## src/rtl/mem_bus_arbiter.sv

```systemverilog
// Two-port memory bus arbiter: CPU and DMA requesters share one SRAM bus.
// A grant latches the winner's direction, address and write data. A
// fixed-length wait-state access follows, then a one-cycle acknowledge.
// Ties are broken round-robin against the last winner.
//
//   state  | meaning
//   -------+--------------------------------------------------------------
//   IDLE   | bus free; any request is granted at the next edge
//   ACCESS | mem_cs high; counter runs down WAIT_STATES extra cycles
//   DONE   | access finished; winner's ack pulses; back to IDLE next edge
module mem_bus_arbiter #(
  parameter int DATA_WIDTH  = 16,
  parameter int ADDR_WIDTH  = 16,
  parameter int WAIT_STATES = 2
) (
  input  logic                  clock,
  input  logic                  reset,
  input  logic                  cpu_req,
  input  logic                  cpu_we,
  input  logic [ADDR_WIDTH-1:0] cpu_addr,
  input  logic [DATA_WIDTH-1:0] cpu_wdata,
  output logic                  cpu_gnt,
  output logic                  cpu_ack,
  input  logic                  dma_req,
  input  logic                  dma_we,
  input  logic [ADDR_WIDTH-1:0] dma_addr,
  input  logic [DATA_WIDTH-1:0] dma_wdata,
  output logic                  dma_gnt,
  output logic                  dma_ack,
  output logic [DATA_WIDTH-1:0] rdata,
  output logic                  mem_cs,
  output logic                  mem_we,
  output logic [ADDR_WIDTH-1:0] mem_addr,
  output logic [DATA_WIDTH-1:0] mem_wdata,
  input  logic [DATA_WIDTH-1:0] mem_rdata
);

  typedef enum logic [1:0] {
    IDLE   = 2'd0,
    ACCESS = 2'd1,
    DONE   = 2'd2
  } state_t;

  state_t     state;
  state_t     state_next;
  logic [3:0] count;
  logic       last_grant;  // 1 = DMA won most recently
  logic       owner;       // 1 = DMA owns the current access
  logic       lat_we;
  logic       grant_any;
  logic       grant_dma;

  // Next-state decode, winner selection and bus/handshake outputs
  always_comb begin
    state_next = state;
    grant_any  = 1'b0;
    grant_dma  = 1'b0;
    mem_cs     = 1'b0;
    mem_we     = 1'b0;
    cpu_gnt    = 1'b0;
    dma_gnt    = 1'b0;
    cpu_ack    = 1'b0;
    dma_ack    = 1'b0;
    case (state)
      IDLE: begin
        if (cpu_req || dma_req) begin
          grant_any  = 1'b1;
          // DMA wins alone, or on a tie when the CPU had the last grant
          grant_dma  = dma_req && (!cpu_req || !last_grant);
          state_next = ACCESS;
        end
      end
      ACCESS: begin
        mem_cs  = 1'b1;
        mem_we  = lat_we;
        cpu_gnt = !owner;
        dma_gnt = owner;
        if (count == 4'd0) state_next = DONE;
      end
      DONE: begin
        cpu_gnt    = !owner;
        dma_gnt    = owner;
        cpu_ack    = !owner;
        dma_ack    = owner;
        state_next = IDLE;
      end
      default: state_next = IDLE;
    endcase
  end

  // State register
  always_ff @(posedge clock) begin
    if (reset) state <= IDLE;
    else       state <= state_next;
  end

  // Grant latches, wait-state counter and read-data capture
  always_ff @(posedge clock) begin
    if (reset) begin
      count      <= 4'd0;
      last_grant <= 1'b1;
      owner      <= 1'b0;
      lat_we     <= 1'b0;
      rdata      <= '0;
      mem_addr   <= '0;
      mem_wdata  <= '0;
    end else begin
      if (grant_any) begin
        owner      <= grant_dma;
        last_grant <= grant_dma;
        lat_we     <= grant_dma ? dma_we    : cpu_we;
        mem_addr   <= grant_dma ? dma_addr  : cpu_addr;
        mem_wdata  <= grant_dma ? dma_wdata : cpu_wdata;
        count      <= 4'(WAIT_STATES);
      end
      if (state == ACCESS) begin
        if (count != 4'd0) count <= count - 4'd1;
        else if (!lat_we)  rdata <= mem_rdata;
      end
    end
  end

endmodule

```

## config.mk

```make
export PLATFORM = sky130hd
export DESIGN_NAME = mem_bus_arbiter
export DESIGN_NICKNAME = d
export VERILOG_FILES = /design/src/rtl/mem_bus_arbiter.sv
export SDC_FILE = /design/constraint.sdc
export NUM_CORES = 1
export LEC_CHECK = 0
export BUFFER_PORTS_ARGS = -buffer_cell sky130_fd_sc_hd__buf_4
export CORE_ASPECT_RATIO = 1.25
export CORE_MARGIN = 4
export CORE_UTILIZATION = 42
export DETAILED_ROUTE_END_ITERATION = 8
export PLACE_DENSITY = 0.77
export SYNTH_ARGS = -nofsm -noshare
export SYNTH_HDL_FRONTEND = slang
export SYNTH_SLANG_ARGS = --single-unit
```

## constraint.sdc

```tcl
create_clock -name clock -period 1.68 [get_ports clock]
set_input_delay 0.168 -clock clock [delete_from_list [all_inputs] [get_ports clock]]
set_output_delay 0.168 -clock clock [all_outputs]
set_load 0.05 [all_outputs]
```

==> impl_metrics.toml, run 1 <==
[drt]
drt_pass1_iterations = 4
viasPerCell = 5.15
wl_mm = 7.82
ant_nets = 0
num_vias = 2777
drc_errors = 0
drt_first_iter_violations = 120
wl_per_cell_um = 14.5

[floorplan]
core-area_mm2 = 0.00661
die_area_mm2 = 0.00819
dieWidth_um = 81.8
start_util_pct = 43.2
rows = 33
die_height_um = 100
io_pins = 140

[sta]
worst_slew_pin_slew_ns = 0.497
setup_violations = 0
finalMaxSlewViolations = 0
rsz0062_at_grt = "true"
finalWorstPathRequiredPeriod_ns = 1.67
post-route-period-util_pct = 99.4
max_freq_mhz = 599
relSlewSlack_pct = 66.5
setup_slack_ns = 0.0103
hold_viol_final = 0
fin_skew_ns = 0.00510

[final_layout]
register_area_mm2 = 0.00115
final_cell_mix = "144 x buf_4, 53 x dfxtp_1, 35 x nor2_1"
multi_input_area_mm2 = 0.00164
fillerInstances = 556
drive_gt1_share_pct = 45.8
diodes = 0
layout_commonest_cell = "buf_4"
nNetsFinal = 537
syn_to_final_growth_pct = 53.4
fin_util_pct = 66.3

[setup_path]
worst_ep_required_time_ns = 1.93
startpoint_type = "flip-flop"
worstPathMaxFanout = 16
cp_slowest_stage_delay_ns = 0.42
cp.arrival_ns = 1.92
slowest_stage = "or3b_4"
path_cells = "inv_2 -> ha_4 -> or3b_4 -> nor3b_4 -> buf_12 -> mux2i_1"
critPathCaptureType = "flip-flop"
path_class = "reg2reg"

[run_status]
outcome = "finished, final reports clean"

[placement]
gp_congestion = 0.796
hpwlAfterDp_mm = 5.44
post-place-ws_ns = -0.0479
numPortBuffers = 139

[clock_network]
clk_pin_slew_worst_paths_ns = 0.06
cts_sinks = 57
cts_root_buffer = "clkbuf_8"
cts_tree = "built"
cts_buffer_depth = 2
numCtsBuffers = 9
cts_max_level = 3
clk-insertion-delay-late_ns = 0.32

[synthesis]
ys_seq_area_share_pct = 39.9
synth-compound-area-share_pct = 19.8
synthSimpleGateAreaFrac_pct = 26.7
muxShareOfSynthArea_pct = 5.61
synth-adder-area-share_pct = 1.75
synthXorXnorAreaFrac_pct = 0
yosysTopAreaCell = "dfxtp_1"
synthCells = 316
synth_cell_type_count = 35
synth-warning-count = 0
avgSynthCellArea_um2 = 9.04
syn_area_mm2 = 0.00286
synth.net_count = 406
synth_top_family_by_area = "simple AND/OR/NAND/NOR gates"
netlist.area_leader.share_pct = 39.9
synth.area.top_cells = "dfxtp_1 40%, a311oi_1 10%, nand2b_1 7.0%"
ys_seq_elements = 57

[grt]
grt_pass1_vias = 2651
grt_max_degree = 68
grt_pass1_wl_mm = 11.6
overflow = 0
antenna_found_initial = 0
grtUsageTotal_pct = 18.0

[min_path]
hp-class = "in2reg"

[power_and_ir_drop]
leakage_nw = 1.84
power_density_mw_per_mm2 = 1830
vdd_drop_max_uv = 886

[job]
maxCapViolCount = 0
-- cell usage after synthesis --
master      n
nand2_2     1
nor3_1      2
nand2b_1   32
nand3b_1    3
mux2i_1    16
o21a_1      1
ha_1        4
a311oi_1   34
or2_2       1
inv_1       4
nor3b_2     1
nand4b_1    1
buf_12      1
buf_6       3
a2111oi_0   1
and2_1      4
a211o_2     1
dfxtp_1    57
nor4b_1     2
clkbuf_1   26
nor2_1     35
buf_1       2
or3b_1     21
a31o_2      1
a211oi_1    2
a31oi_1     1
o31ai_1     1
a21o_2      1
a21oi_1     3
o21ai_0    34
nor2b_1     2
buf_2       1
or3b_2     13
nand2_1     3
a211o_1     1
-- repair_timing --
action / in CTS / in global routing
buffers inserted: 0 / 0
hold buffers: 0 / 0
gates resized for setup: 2 / 18
cloned: 0 / 2
setup endpoints to repair: 22 / 44
pin swaps: 1 / 4
-- stage by stage --
| stage | hold slack [ns] | setup TNS, ns | cells | power [mW] | cell area (um2) |
|---|---|---|---|---|---|
| after floorplan | 0.323 | -0.00310 | 316 | 5.11 | 2870 |
| after global placement | 0.438 | 0 | 521 | 6.33 | 4030 |
| after detailed placement | 0.445 | -0.380 | 521 | 6.42 | 4030 |
| after CTS | 0.0995 | -0.208 | 537 | 7.79 | 4250 |
| after global routing | 0.109 | -0.794 | 539 | 8.49 | 4380 |
| final | 0.111 | 0 | 539 | 8.03 | 4380 |
-- cell families after synthesis --
kind of cell,Yosys count
buffers and inverters,37
AOI/OAI and AO/OA,81
adders and majority gates,4
DFF,57
and+or+nand+nor,121
muxes,16
-- final timing paths --
kind,endpoint,startpoint,cells after the start,slack [ns]
worst max-delay path,rdata[7]$_SDFFE_PP0P_,count[0]$_SDFF_PP0_,6,0.01
worst min-delay path,rdata[8]$_SDFFE_PP0P_,mem_rdata[8],3,0.11
worst min register to register,last_grant$_SDFFE_PP1P_,last_grant$_SDFFE_PP1P_,2,0.47
worst max register to register,rdata[7]$_SDFFE_PP0P_,count[0]$_SDFF_PP0_,6,0.01
-- sequential cells by signal (all words and copies together) (netlist names) --
register / cells
rdata: 16
owner: 1
state: 2
mem_addr: 16
count: 4
lat_we: 1
last_grant: 1
mem_wdata: 16
-- routing by layer --
layer  track usage, %  wire [um]  up-vias
met5                0          0        -
met4             7.67         86        0
met3             4.76        677        6
met2             31.2       3840       98
met1             20.2       3210     1264
li1                 -          -     1409
-- power by group --
part / leakage, nW / switching (mW) / internal [mW]
clock: 0.107 / 0.516 / 0.806
sequential: 0.471 / 0.270 / 1.81
combinational: 1.26 / 2.87 / 1.75
total: 1.84 / 3.66 / 4.37
-- final cells by class --
type,instances,share of cell area (%)
clock buffers,14,3.94
clock inverters,2,0.800
inverters,4,0.343
multi-input cells,222,37.4
flip-flops and latches,57,26.2
well taps,87,2.48
repair buffers,153,28.8
-- critical path: cells and delay by family, from the launching register on --
family,cells,cell delay [ns]
multiplexers,1,0.20
adder cells (fa/ha/maj),1,0.14
flip-flops,1,0.33
AND/OR/NAND/NOR,2,0.66
buffers and inverters,2,0.27
Note: power is estimated with default switching activity, not from simulation.
==> inputs of run 2 (changes only) <==
REMOVE_ABC_BUFFERS = 1   (was default)
==> run 2 against run 1 <==
Utilization up 0.36 points. Critical endpoint is now rdata[14]$_SDFFE_PP0P_. Critical path depth did not move. Largest power group unchanged. Clock-buffer cell count fell by 1. Sequential share of layout area fell by 0.17 points. Hold slack better by 0.0051 ns. Non-clock buffer count up 8. Clock power decreased by 15%.
==> impl_metrics.toml, run 2 (same netlist as run 1, synthesis figures left out) <==
[run_status]
outcome = "finished, final reports clean"

[clock_network]
hold_buffers = 0
cts_tree = "built"
clk_pin_slew_worst_paths_ns = 0.06
cts_sinks = 57
numCtsBuffers = 9
clk-insertion-delay-late_ns = 0.33
cts_buffer_depth = 2
cts_max_level = 3
cts_root_buffer = "clkbuf_8"

[floorplan]
dieWidth_um = 81.8
start_util_pct = 43.2
core-area_mm2 = 0.00661
rows = 33
die_height_um = 100
io_pins = 140
die_area_mm2 = 0.00819

[final_layout]
final_cell_mix = "154 x buf_4, 54 x dfxtp_1, 35 x nor2_1"
nNetsFinal = 545
drive_gt1_share_pct = 47.2
reg_top3 = "mem_addr (16), mem_wdata (16), rdata (16)"
layout.cells.non_filler = 547
syn_to_final_growth_pct = 54.2
layout_commonest_cell = "buf_4"
diodes = 0

[drt]
drc_errors = 0
drt_first_iter_violations = 77
wl_mm = 8.17
wl_per_cell_um = 14.9
drt_pass1_iterations = 4
ant_nets = 0
num_vias = 2833
viasPerCell = 5.18

[grt]
grt_pass1_vias = 2675
grt_max_degree = 68
grtUsageTotal_pct = 18.6
antenna_found_initial = 0
overflow = 0
grt_pass1_wl_mm = 12.0

[setup_path]
reg2reg_setup_slack_ns = 0.003
path_class = "reg2reg"
r2r_cells = 6
cp-endpoint = "rdata[14]$_SDFFE_PP0P_"
worstPathMaxFanout = 8
reg2reg_to = "rdata[14]$_SDFFE_PP0P_"
worst_ep_required_time_ns = 1.92
critPathCaptureType = "flip-flop"
cp.arrival_ns = 1.92
reg2reg_from = "count[0]$_SDFF_PP0_"
startpoint_type = "flip-flop"
setup.worst_path.start = "count[0]$_SDFF_PP0_"

[sta]
hold_viol_final = 0
worst_slew_pin_slew_ns = 0.504
finalMaxSlewViolations = 0
post-route-period-util_pct = 99.8
fin_skew_ns = 0.00694
setup_violations = 0
finalWorstPathRequiredPeriod_ns = 1.68
max_freq_mhz = 596
relSlewSlack_pct = 66.1
rsz0062_at_grt = "true"

[placement]
hpwlAfterDp_mm = 5.63
gp_congestion = 0.800
place_inst = 526
numPortBuffers = 139

[min_path]
hp-class = "in2reg"

[job]
maxCapViolCount = 0

[power_and_ir_drop]
power_density_mw_per_mm2 = 1810
p_total_mw = 7.95
vdd_drop_max_uv = 888
leakage_nw = 1.86
run 2: how the worst min path moves through the flow:
stage | start | to | slack [ns] | cells past startpoint
finish | mem_rdata[1] | rdata[1]$_SDFFE_PP0P_ | 0.12 | 3
CTS | mem_rdata[1] | rdata[1]$_SDFFE_PP0P_ | 0.11 | 3
floorplan | reset | owner$_SDFFE_PP0P_ | 0.24 | 1
global placement | mem_rdata[10] | rdata[10]$_SDFFE_PP0P_ | 0.44 | 3
detailed placement | mem_rdata[6] | rdata[6]$_SDFFE_PP0P_ | 0.45 | 3
global route | mem_rdata[12] | rdata[12]$_SDFFE_PP0P_ | 0.12 | 3
run 2: layout make-up:
type	instances	area, um2
Clock inverter	3	15.0
Sequential cell	57	1140
Tap cell	87	109
Multi-Input combinational cell	222	1670
Clock buffer	13	159
Fill cell	578	2200
Inverter	4	15.0
Timing Repair Buffer	161	1290
run 2: per-stage QoR:
step	hold WS [ns]	setup slack, ns	setup TNS [ns]	cell area, um2	util (%)
after global routing	0.119	-0.0755	-0.966	4400	66.7
after floorplan	0.237	-0.781	-32.76	2690	-
after CTS	0.105	0.00489	0	4280	64.8
after detailed placement	0.450	-0.0122	-0.0135	4030	61.0
after global placement	0.440	0.0678	0	4030	61.0
final	0.116	0.00319	0	4400	66.7
run 2: power by group:
group	internal [mW]	switching, mW
registers	1.81	0.273
clock network	0.609	0.507
logic	1.81	2.95
run 2: metal layers:
| layer | wire length [um] | part of all wire, % | GRT usage, % |
|---|---|---|---|
| met5 | 0 | 0 | 0 |
| met4 | 103 | 1.3 | 7.54 |
| met3 | 756 | 9.2 | 6.19 |
| met2 | 4220 | 52 | 33.4 |
| met1 | 3090 | 38 | 19.3 |
run 2: worst max-delay path: stages (launching register included):
cell and delay, ns:
dfxtp_2 0.33, inv_2 0.07, ha_4 0.12, or3b_4 0.40, nor3b_4 0.23, buf_4 0.23
mux2i_1 0.21
run 2: what timing repair did:
item,CTS,global route
cloned,1,1
resized for setup,8,23
endpoints found under the hold margin,0,0
buffers inserted,3,1
setup endpoints to repair,7,50
pin swaps,2,4
